File: config.mk
export PLATFORM = sky130hd
export DESIGN_NAME = id_stage
export DESIGN_NICKNAME = d
export VERILOG_FILES = /design/src/rtl/id_stage_pkg.sv /design/src/rtl/id_stage_decode_comb.sv /design/src/rtl/id_stage.sv
export SDC_FILE = /design/constraint.sdc
export NUM_CORES = 1
export LEC_CHECK = 0
export ABC_CLOCK_PERIOD_IN_PS = 2100
export CAP_MARGIN = 20
export CORE_MARGIN = 4
export CORE_UTILIZATION = 42
export CTS_CLUSTER_DIAMETER = 30
export DETAILED_ROUTE_END_ITERATION = 10
export PLACE_DENSITY = 0.81
export SLEW_MARGIN = 20
export SYNTH_ARGS = -nofsm -noshare
export SYNTH_HDL_FRONTEND = slang
export SYNTH_SLANG_ARGS = --single-unit
File: constraint.sdc
create_clock -name clk -period 2.1 [get_ports clk]
set_clock_uncertainty 0.05 [all_clocks]
set_input_delay 0.21 -clock clk [delete_from_list [all_inputs] [get_ports clk]]
set_output_delay 0.21 -clock clk [all_outputs]
set_load 0.03 [all_outputs]
File: src/rtl/id_stage_pkg.sv
// +------------------------------------------------------------------+
// | id_stage_pkg: RV32I ALU-subset opcode, funct3 and funct7 values.  |
// | Rev 1.0                                                          |
// +------------------------------------------------------------------+
`default_nettype none

package id_stage_pkg;

  localparam logic [6:0] INST_TYPE_I   = 7'b0010011;
  localparam logic [6:0] INST_TYPE_R_M = 7'b0110011;
  localparam logic [6:0] INST_LUI      = 7'b0110111;
  localparam logic [6:0] INST_AUIPC    = 7'b0010111;

  localparam logic [2:0] FUNCT3_ADD_SUB = 3'b000;
  localparam logic [2:0] FUNCT3_SLL     = 3'b001;
  localparam logic [2:0] FUNCT3_SLT     = 3'b010;
  localparam logic [2:0] FUNCT3_SLTU    = 3'b011;
  localparam logic [2:0] FUNCT3_XOR     = 3'b100;
  localparam logic [2:0] FUNCT3_SR      = 3'b101;
  localparam logic [2:0] FUNCT3_OR      = 3'b110;
  localparam logic [2:0] FUNCT3_AND     = 3'b111;

  localparam logic [6:0] FUNCT7_BASE = 7'b0000000;
  localparam logic [6:0] FUNCT7_ALT  = 7'b0100000;

  localparam logic [31:0] NOP_INST_DEFAULT = 32'h0000_0013;

  // funct7 legality for OP-IMM shifts and OP; other opcodes carry no funct7
  function automatic logic funct7_ok(input logic [6:0] opcode,
                                     input logic [2:0] funct3,
                                     input logic [6:0] funct7);
    logic ok;
    ok = 1'b1;
    if (opcode == INST_TYPE_I) begin
      if (funct3 == FUNCT3_SLL)
        ok = (funct7 == FUNCT7_BASE);
      else if (funct3 == FUNCT3_SR)
        ok = (funct7 == FUNCT7_BASE) || (funct7 == FUNCT7_ALT);
    end else if (opcode == INST_TYPE_R_M) begin
      ok = (funct7 == FUNCT7_BASE) ||
           ((funct7 == FUNCT7_ALT) &&
            ((funct3 == FUNCT3_ADD_SUB) || (funct3 == FUNCT3_SR)));
    end
    return ok;
  endfunction

endpackage

`default_nettype wire

File: src/rtl/id_stage_decode_comb.sv
// +------------------------------------------------------------------+
// | id_decode_comb: combinational RV32I ALU-subset decode.           |
// | Rev 1.0                                                          |
// +------------------------------------------------------------------+
`default_nettype none

module id_decode_comb
  import id_stage_pkg::*;
#(
  parameter int XLEN   = 32,
  parameter int REG_AW = 5
) (
  input  logic              valid_i,
  input  logic [31:0]       inst_i,
  input  logic [XLEN-1:0]   inst_addr_i,
  input  logic [XLEN-1:0]   rs1_data_i,
  input  logic [XLEN-1:0]   rs2_data_i,
  output logic [REG_AW-1:0] rs1_addr_o,
  output logic [REG_AW-1:0] rs2_addr_o,
  output logic [XLEN-1:0]   op1_o,
  output logic [XLEN-1:0]   op2_o,
  output logic [REG_AW-1:0] rd_addr_o,
  output logic              reg_wen_o,
  output logic              illegal_o
);

  logic [6:0] w_opcode;
  logic [2:0] w_funct3;
  logic [6:0] w_funct7;

  assign w_opcode = inst_i[6:0];
  assign w_funct3 = inst_i[14:12];
  assign w_funct7 = inst_i[31:25];

  always_comb begin
    rs1_addr_o = '0;
    rs2_addr_o = '0;
    op1_o      = '0;
    op2_o      = '0;
    rd_addr_o  = '0;
    reg_wen_o  = 1'b0;
    illegal_o  = 1'b1;

    case (w_opcode)
      INST_TYPE_I: begin
        illegal_o  = !funct7_ok(w_opcode, w_funct3, w_funct7);
        rs1_addr_o = inst_i[15 +: REG_AW];
        op1_o      = rs1_data_i;
        op2_o      = {{(XLEN-12){inst_i[31]}}, inst_i[31:20]};
      end
      INST_TYPE_R_M: begin
        illegal_o  = !funct7_ok(w_opcode, w_funct3, w_funct7);
        rs1_addr_o = inst_i[15 +: REG_AW];
        rs2_addr_o = inst_i[20 +: REG_AW];
        op1_o      = rs1_data_i;
        op2_o      = rs2_data_i;
      end
      INST_LUI: begin
        illegal_o = 1'b0;
        op2_o     = {inst_i[31:12], 12'b0};
      end
      INST_AUIPC: begin
        illegal_o = 1'b0;
        op1_o     = inst_addr_i;
        op2_o     = {inst_i[31:12], 12'b0};
      end
      default: ;
    endcase

    if (illegal_o) begin
      op1_o = '0;
      op2_o = '0;
    end else begin
      rd_addr_o = inst_i[7 +: REG_AW];
      reg_wen_o = (inst_i[7 +: REG_AW] != '0);
    end

    // no register-file reads for an empty slot
    if (!valid_i) begin
      rs1_addr_o = '0;
      rs2_addr_o = '0;
    end
  end

endmodule

`default_nettype wire

File: src/rtl/id_stage.sv
// +------------------------------------------------------------------+
// | id_stage: registered RV32I decode stage with valid/ready + flush.|
// | Rev 1.0                                                          |
// +------------------------------------------------------------------+
`default_nettype none

module id_stage
  import id_stage_pkg::*;
#(
  parameter int          XLEN     = 32,
  parameter int          REG_AW   = 5,
  parameter logic [31:0] NOP_INST = NOP_INST_DEFAULT
) (
  input  logic              clk,
  input  logic              rst_n,
  input  logic              in_valid_i,
  output logic              in_ready_o,
  input  logic [31:0]       inst_i,
  input  logic [XLEN-1:0]   inst_addr_i,
  output logic [REG_AW-1:0] rs1_addr_o,
  output logic [REG_AW-1:0] rs2_addr_o,
  input  logic [XLEN-1:0]   rs1_data_i,
  input  logic [XLEN-1:0]   rs2_data_i,
  input  logic              flush_i,
  output logic              out_valid_o,
  input  logic              out_ready_i,
  output logic [31:0]       inst_o,
  output logic [XLEN-1:0]   inst_addr_o,
  output logic [XLEN-1:0]   op1_o,
  output logic [XLEN-1:0]   op2_o,
  output logic [REG_AW-1:0] rd_addr_o,
  output logic              reg_wen_o,
  output logic              illegal_o
);

  logic [XLEN-1:0]   w_op1;
  logic [XLEN-1:0]   w_op2;
  logic [REG_AW-1:0] w_rd;
  logic              w_wen;
  logic              w_illegal;
  logic              w_accept;

  logic              valid_q,     valid_d;
  logic [31:0]       inst_q,      inst_d;
  logic [XLEN-1:0]   inst_addr_q, inst_addr_d;
  logic [XLEN-1:0]   op1_q,       op1_d;
  logic [XLEN-1:0]   op2_q,       op2_d;
  logic [REG_AW-1:0] rd_q,        rd_d;
  logic              wen_q,       wen_d;
  logic              illegal_q,   illegal_d;

  id_decode_comb #(
    .XLEN   (XLEN),
    .REG_AW (REG_AW)
  ) u_decode (
    .valid_i     (in_valid_i),
    .inst_i      (inst_i),
    .inst_addr_i (inst_addr_i),
    .rs1_data_i  (rs1_data_i),
    .rs2_data_i  (rs2_data_i),
    .rs1_addr_o  (rs1_addr_o),
    .rs2_addr_o  (rs2_addr_o),
    .op1_o       (w_op1),
    .op2_o       (w_op2),
    .rd_addr_o   (w_rd),
    .reg_wen_o   (w_wen),
    .illegal_o   (w_illegal)
  );

  assign in_ready_o = !flush_i && (!valid_q || out_ready_i);
  assign w_accept   = in_valid_i && in_ready_o;

  always_comb begin
    valid_d     = valid_q;
    inst_d      = inst_q;
    inst_addr_d = inst_addr_q;
    op1_d       = op1_q;
    op2_d       = op2_q;
    rd_d        = rd_q;
    wen_d       = wen_q;
    illegal_d   = illegal_q;

    if (flush_i) begin
      valid_d   = 1'b0;
      wen_d     = 1'b0;
      illegal_d = 1'b0;
      inst_d    = NOP_INST;
    end else if (w_accept) begin
      valid_d     = 1'b1;
      inst_d      = inst_i;
      inst_addr_d = inst_addr_i;
      op1_d       = w_op1;
      op2_d       = w_op2;
      rd_d        = w_rd;
      wen_d       = w_wen;
      illegal_d   = w_illegal;
    end else if (valid_q && out_ready_i) begin
      // drained with nothing behind it: data registers keep their contents
      valid_d = 1'b0;
    end
  end

  always_ff @(posedge clk or negedge rst_n) begin
    if (!rst_n) begin
      valid_q     <= 1'b0;
      inst_q      <= NOP_INST;
      inst_addr_q <= '0;
      op1_q       <= '0;
      op2_q       <= '0;
      rd_q        <= '0;
      wen_q       <= 1'b0;
      illegal_q   <= 1'b0;
    end else begin
      valid_q     <= valid_d;
      inst_q      <= inst_d;
      inst_addr_q <= inst_addr_d;
      op1_q       <= op1_d;
      op2_q       <= op2_d;
      rd_q        <= rd_d;
      wen_q       <= wen_d;
      illegal_q   <= illegal_d;
    end
  end

  assign out_valid_o = valid_q;
  assign inst_o      = inst_q;
  assign inst_addr_o = inst_addr_q;
  assign op1_o       = op1_q;
  assign op2_o       = op2_q;
  assign rd_addr_o   = rd_q;
  assign reg_wen_o   = wen_q;
  assign illegal_o   = illegal_q;

endmodule

`default_nettype wire
==> impl_metrics.json, run 1 <==
{
  "outcome": "completed",
  "multi_input_area_sq_um": 2410,
  "design.core.area_sq_um": 14000,
  "cts_max_path_buffers": 2,
  "dieArea_sq_um": 16300,
  "fin_ws_ns": 0.111,
  "yosys_most_used_dff": "dfrtp_1",
  "hpwl_mm": 15.2,
  "syn-num-nets": 798,
  "slowest_delay_ns": 0.49,
  "syn_avg_cell_area_sq_um": 9.07,
  "ant_nets": 0,
  "r2r-end": "op1_o[13]$_DFFE_PN0P_",
  "first_pass_iters": 5,
  "syn-cell-area_sq_um": 6030,
  "nets": 1079,
  "h-tree-depth": 4,
  "floorplan.rows": 43,
  "io_pins": 280,
  "ff2ff_path_depth": 6,
  "start_kind": "primary input",
  "rrSetupSlack_ns": 0.40,
  "die_h_um": 128,
  "p_seq_share_pct": 39.8,
  "drv_cap": 0,
  "grt_pass1_wl_mm": 32.3,
  "avgViaCountPerCell": 5.23,
  "design_area_sq_um": 9810,
  "hold_viol_final": 0,
  "timing.final.crit_share_pct": 94.7,
  "syn_inst": 665,
  "yosys_warnings": 0,
  "layout-drive-gt1-share_pct": 10.7,
  "grt_use_met2_pct": 43.2,
  "gp_congestion": 0.810,
  "cts.reportedPaths.clkPinSlew_ns": 0.06,
  "postSynth.asyncResetShare_pct": 100,
  "n_fill_cell": 1092,
  "antennaDiodeCount": 0,
  "grt_pass1_vias": 6060,
  "hp-class": "primary input to async pin",
  "critical_path_class": "primary input to output port",
  "synth_edf_count": 0,
  "critPathMaxFanout": 10,
  "swShare_pct": 27.5,
  "drc_errors": 0,
  "internal_power_uw": 5180,
  "grt_max_degree": 55,
  "clk_latency_ns": 0.41,
  "finalWirelength_mm": 20.9,
  "synth-seq-cells": 136,
  "antenna_found_initial": 0,
  "switchingPower_uw": 1960,
  "cts-buffers-inserted": 17,
  "worstPathRequired_ns": 1.84,
  "worst_path_max_delay_cell": "clkdlybuf4s50_1",
  "grtUsageTotal_pct": 25.5,
  "ys_types": 36,
  "seqCellArea_sq_um": 3410,
  "dp.cells": 1106,
  "ir_drop_mv": 0.532,
  "globalRouteMet1Util_pct": 29.7,
  "ys_seq_area_share_pct": 56.5,
  "final_cells": 1139,
  "clock_tree.root_cell": "clkbuf_16",
  "power_frac_comb_pct": 19.1,
  "timing.final.crit_period_ns": 1.99,
  "rr_startpoint": "out_valid_o$_DFFE_PN0P_",
  "wl_per_cell_um": 18.4,
  "cts_resized": 0,
  "path_cells": "clkdlybuf4s50_1, and4bb_2, and4_1, buf_4, and3_1, buf_4",
  "report.final.slew_viol_count": 0,
  "place_ws_ns": -0.288,
  "met3_usage_pct": 10.0,
  "initial_core_util_pct": 43.1,
  "setup_viol": 0,
  "rsz0062_at_grt": "no",
  "cellPowerDensity_nw_per_um2": 729,
  "grt.overflow.total": 0,
  "final_util_pct": 70.1,
  "io_buffers": 279,
  "drtIter0Drc": 412,
  "cp.arrival_ns": 1.73,
  "cts_tree": "built",
  "relSlewSlack_pct": 66.2,
  "cts_setup_buffers": 0,
  "dieWidth_um": 128,
  "vias": 5956,
  "fmax_mhz": 503,
  "end_kind": "output port",
  "pwr-share-clk_pct": 41.1,
  "p_leak_uw": 0.00437,
  "cts_sinks": 136,
  "setup_tns_ns": 0,
  "dpl_cell_area_sq_um": 9220,
  "cp_common_cell": "buf_4",
  "syn_to_final_growth_pct": 62.7,
  "tightest_slew_ns": 0.507,
  "grt-busiest-layer": "met2"
}
[synth_stat cells, drive strengths merged (2+ instances only)]
library cell / instances / area share [%]
a21boi: 3 / 0.37
a21oi: 40 / 3.3
a22oi: 32 / 4.0
and2: 6 / 0.62
and3: 6 / 0.62
buf: 6 / 0.62
clkbuf: 48 / 3.0
dfrtp: 133 / 55
dfstp: 3 / 1.3
inv: 3 / 0.19
mux2i: 11 / 1.8
nand2: 246 / 15
nand2b: 3 / 0.31
nand3: 34 / 2.8
nor2: 3 / 0.19
nor3: 2 / 0.25
o211ai: 2 / 0.25
o21ai: 53 / 4.4
o31ai: 20 / 3.6
or4: 2 / 0.25
[state kept, by name, indices dropped and copies added, names as in the netlist]
name	flops
illegal_o	1
inst_addr_o	32
inst_o	32
op1_o	32
op2_o	32
out_valid_o	1
rd_addr_o	5
reg_wen_o	1
[how the worst max path moves through the flow]
| stage | from | endpoint | slack, ns | cells after the start |
|---|---|---|---|---|
| 2_1_floorplan | out_valid_o$_DFFE_PN0P_ | op1_o[10]$_DFFE_PN0P_ | 0.02 | 7 |
| 3_3_place_gp | inst_i[29] | op2_o[30]$_DFFE_PN0P_ | -0.23 | 7 |
| 3_5_place_dp | inst_i[28] | op2_o[17]$_DFFE_PN0P_ | -0.29 | 7 |
| 4_1_cts | inst_i[1] | rs2_addr_o[1] | 0.09 | 6 |
| 5_1_grt | inst_i[1] | rs2_addr_o[1] | 0.003 | 6 |
| 6_report | inst_i[1] | rs2_addr_o[1] | 0.11 | 6 |
[metrics by stage]
| stage | total power [uW] | hold slack, ns |
|---|---|---|
| 6_report | 7150 | 0.272 |
| 5_1_grt | 7440 | 0.286 |
| 4_1_cts | 7200 | 0.271 |
| 3_5_place_dp | 4260 | 0.144 |
| 3_3_place_gp | 4240 | 0.146 |
| 2_1_floorplan | 3470 | -0.136 |
[worst max-delay path: cells and delay by family]
kind          cells  cell delay [ns]
buf+inv           3             0.82
simple gates      3             0.69
[routing by layer]
| layer | vias up | wire length [um] |
|---|---|---|
| met3 | 32 | 2330 |
| met5 | - | 0 |
| met2 | 281 | 10200 |
| li1 | 2810 | - |
| met1 | 2833 | 7920 |
| met4 | 0 | 415 |
[what timing repair did]
item	CTS	global route
endpoints found under the setup margin	0	0
hold endpoints to repair	48	0
hold buffers	1	0
[cells in the final DEF (no fill, tap or decap), drive strengths merged, types with 3 or more instances in the layout]
cell / Yosys / final
clkinvlp: 0 / 3
dfrtp: 133 / 133
o21ai: 53 / 53
nand2: 246 / 246
inv: 3 / 4
dfstp: 3 / 3
and2: 6 / 6
mux2i: 11 / 11
clkinv: 0 / 6
clkdlybuf4s50: 0 / 266
buf: 6 / 49
o31ai: 20 / 20
a22oi: 32 / 32
nor2: 3 / 3
a21boi: 3 / 3
nand2b: 3 / 3
nand3: 34 / 34
a21oi: 40 / 40
clkbuf: 48 / 20
and3: 6 / 6
[power groups by stage]
stage	sequential [uW]	clock [uW]	combinational (uW)
4_1_cts	2850	2970	1380
2_1_floorplan	3170	0	294
3_3_place_gp	2880	0	1350
6_report	2850	2940	1360
5_1_grt	2860	3120	1460
3_5_place_dp	2890	0	1370
[area by class of cell]
cell class,count,area share (%)
well taps,180,2.30
multi-input cells,472,24.6
clock inverters,12,1.28
inverters,3,0.115
clock buffers,20,4.66
flip-flops and latches,136,34.7
repair buffers,316,32.3
[cell families (layout without fill, tap and decap cells)]
logic type	Yosys count	after routing	share of synthesized area (%)
and+or+nand+nor	307	307	21.2
muxes	11	11	1.83
AOI/OAI and AO/OA	154	154	16.6
buffers and inverters	57	351	3.80
DFF	136	136	56.5
(Power assumes the default switching activity.)
==> run 2, diff against run 1 <==
--- a/config.mk
+++ b/config.mk
@@ -7,7 +7,6 @@
 export LEC_CHECK = 0
 export ABC_CLOCK_PERIOD_IN_PS = 2100
 export CAP_MARGIN = 20
-export CORE_MARGIN = 4
 export CORE_UTILIZATION = 42
 export CTS_CLUSTER_DIAMETER = 30
 export DETAILED_ROUTE_END_ITERATION = 10
==> run 2 against run 1 <==
  * Critical path depth unchanged
  * Worst setup slack worse by 0.018 ns
  * Cell count hardly changed
  * Combinational power hardly changed
  * Count of clock-buffer cells in the layout increased by 1
  * Critical path type unchanged
  * Critical endpoint is now rs2_addr_o[0]
  * Non-clock buffer count rose by 1
  * Largest cell class unchanged
==> impl_metrics.json, run 2 (synthesized netlist as in run 1, its figures left out) <==
{
  "outcome": "completed",
  "tightest_slew_ns": 0.543,
  "hp-class": "primary input to async pin",
  "ant_nets": 0,
  "worst_hold_slack_ns": 0.241,
  "report.final.slew_viol_count": 0,
  "final_util_pct": 70.5,
  "path_cells": "clkdlybuf4s50_1, inv_1, and4_1, buf_4, and3_1, buf_4",
  "dieArea_sq_um": 14800,
  "floorplan.rows": 43,
  "drtIter0Drc": 302,
  "first_pass_iters": 5,
  "hpwl_mm": 14.0,
  "cts.reportedPaths.clkPinSlew_ns": 0.06,
  "antennaDiodeCount": 0,
  "dp.cells": 1106,
  "vias": 5920,
  "critical_path_class": "primary input to output port",
  "nets": 1080,
  "fmax_mhz": 498,
  "design_area_sq_um": 9830,
  "grt_pass1_wl_mm": 30.9,
  "worst_path_max_delay_cell": "clkdlybuf4s50_1",
  "grtUsageTotal_pct": 27.6,
  "dpl_cell_area_sq_um": 9180,
  "cts_tree": "built",
  "worstPathRequired_ns": 1.84,
  "ir_drop_mv": 0.458,
  "cp.arrival_ns": 1.75,
  "path_depth": 6,
  "cp_common_cell": "buf_4",
  "final_cells": 1140,
  "drc_errors": 0,
  "crit_family": "buffers and inverters",
  "initial_core_util_pct": 43.3,
  "dieWidth_um": 122,
  "rr_startpoint": "out_valid_o$_DFFE_PN0P_",
  "setup_viol": 0,
  "clock_tree.root_cell": "clkbuf_16",
  "relSlewSlack_pct": 63.8,
  "drv_cap": 0,
  "antenna_found_initial": 0,
  "io_buffers": 279,
  "grt.overflow.total": 0,
  "r2r-end": "op1_o[8]$_DFFE_PN0P_",
  "timing.final.crit_period_ns": 2.01,
  "rrSetupSlack_ns": 0.49,
  "design.core.area_sq_um": 13900,
  "syn_to_final_growth_pct": 63.0,
  "grt_max_degree": 69,
  "cts-buffers-inserted": 17,
  "clk_latency_ns": 0.40,
  "cellPowerDensity_nw_per_um2": 750,
  "n_fill_cell": 1062,
  "finalWirelength_mm": 20.1,
  "layout-drive-gt1-share_pct": 10.6,
  "grt_pass1_vias": 5818,
  "io_pins": 280,
  "wl_per_cell_um": 17.6,
  "cts_max_path_buffers": 2,
  "final_cell_mix": "266 x clkdlybuf4s50_1, 245 x nand2_1, 133 x dfrtp_1",
  "critPathMaxFanout": 10,
  "cts_sinks": 136,
  "die_h_um": 122,
  "h-tree-depth": 4,
  "slowest_delay_ns": 0.48,
  "start_kind": "primary input",
  "timing.final.crit_share_pct": 95.6,
  "hold_viol_final": 0,
  "avgViaCountPerCell": 5.19,
  "path_buf_inv": 4,
  "rsz0062_at_grt": "no",
  "layout_commonest_cell": "clkdlybuf4s50_1",
  "gp_congestion": 0.808,
  "p_leak_uw": 0.00438,
  "ff2ff_path_depth": 6,
  "end_kind": "output port",
  "setup_tns_ns": 0
}
[run 2: changes by cell type in the layout (fill, tap and decap cells not counted), moves of 2 or more]
cell       previous run  this run
buf_4                37        40
clkinv_2              5         2
buf_12               10         7
bufinv_16             2         4
clkinv_4              1         3
[run 2: worst max path at each step]
stage | startpoint | endpoint
floorplan | out_valid_o$_DFFE_PN0P_ | op1_o[10]$_DFFE_PN0P_
global placement | inst_i[28] | op2_o[16]$_DFFE_PN0P_
detailed placement | inst_i[28] | op1_o[19]$_DFFE_PN0P_
CTS | inst_i[3] | rs2_addr_o[0]
global route | inst_i[2] | rs2_addr_o[0]
finish | inst_i[2] | rs2_addr_o[0]
[run 2: metal layers]
| layer | vias up | global-route usage [%] | share of wire (%) |
|---|---|---|---|
| met1 | 2825 | 33.5 | 40 |
| li1 | 2809 | - | - |
| met4 | 0 | 9.10 | 1.4 |
| met3 | 22 | 9.97 | 9.5 |
| met2 | 264 | 45.3 | 49 |
| met5 | - | 0 | 0 |
[run 2: area by class of cell]
type	instances	area (sq um)	area share, %
clock buffer	21	460	4.68
clock inverter	11	171	1.74
inverter	3	11.3	0.115
multi-input combinational	472	2410	24.6
sequential	136	3410	34.7
tap	180	225	2.29
timing repair buffer	317	3140	31.9
[run 2: stage by stage]
| stage | worst slack (ns) | total power (uW) |
|---|---|---|
| after floorplan | 0.0152 | 3470 |
| after global placement | -0.235 | 4230 |
| after detailed placement | -0.300 | 4240 |
| after CTS | 0.0420 | 7420 |
| after global routing | 0.00636 | 7650 |
| final | 0.0928 | 7370 |
[run 2: repair_timing]
action | CTS | global route
endpoints found under the setup margin | 1 | 1
hold buffers | 1 | 0
gates cloned | 0 | 0
buffers inserted | 0 | 1
pin swaps | 0 | 1
gates resized for setup | 1 | 0
endpoints found under the hold margin | 38 | 0
[run 2: where the power goes]
group,switching (uW),internal [uW],total [uW]
clock network,1120,2050,3170
logic,748,604,1350
registers,80.6,2770,2850
[run 2: worst register-to-register path, cell delays in order (launching register included)]
cell	delay [ns]
dfrtp_1	0.39
nand2b_1	0.13
nand3_4	0.17
nor4_4	0.24
buf_12	0.23
a22oi_1	0.13
o21ai_0	0.19
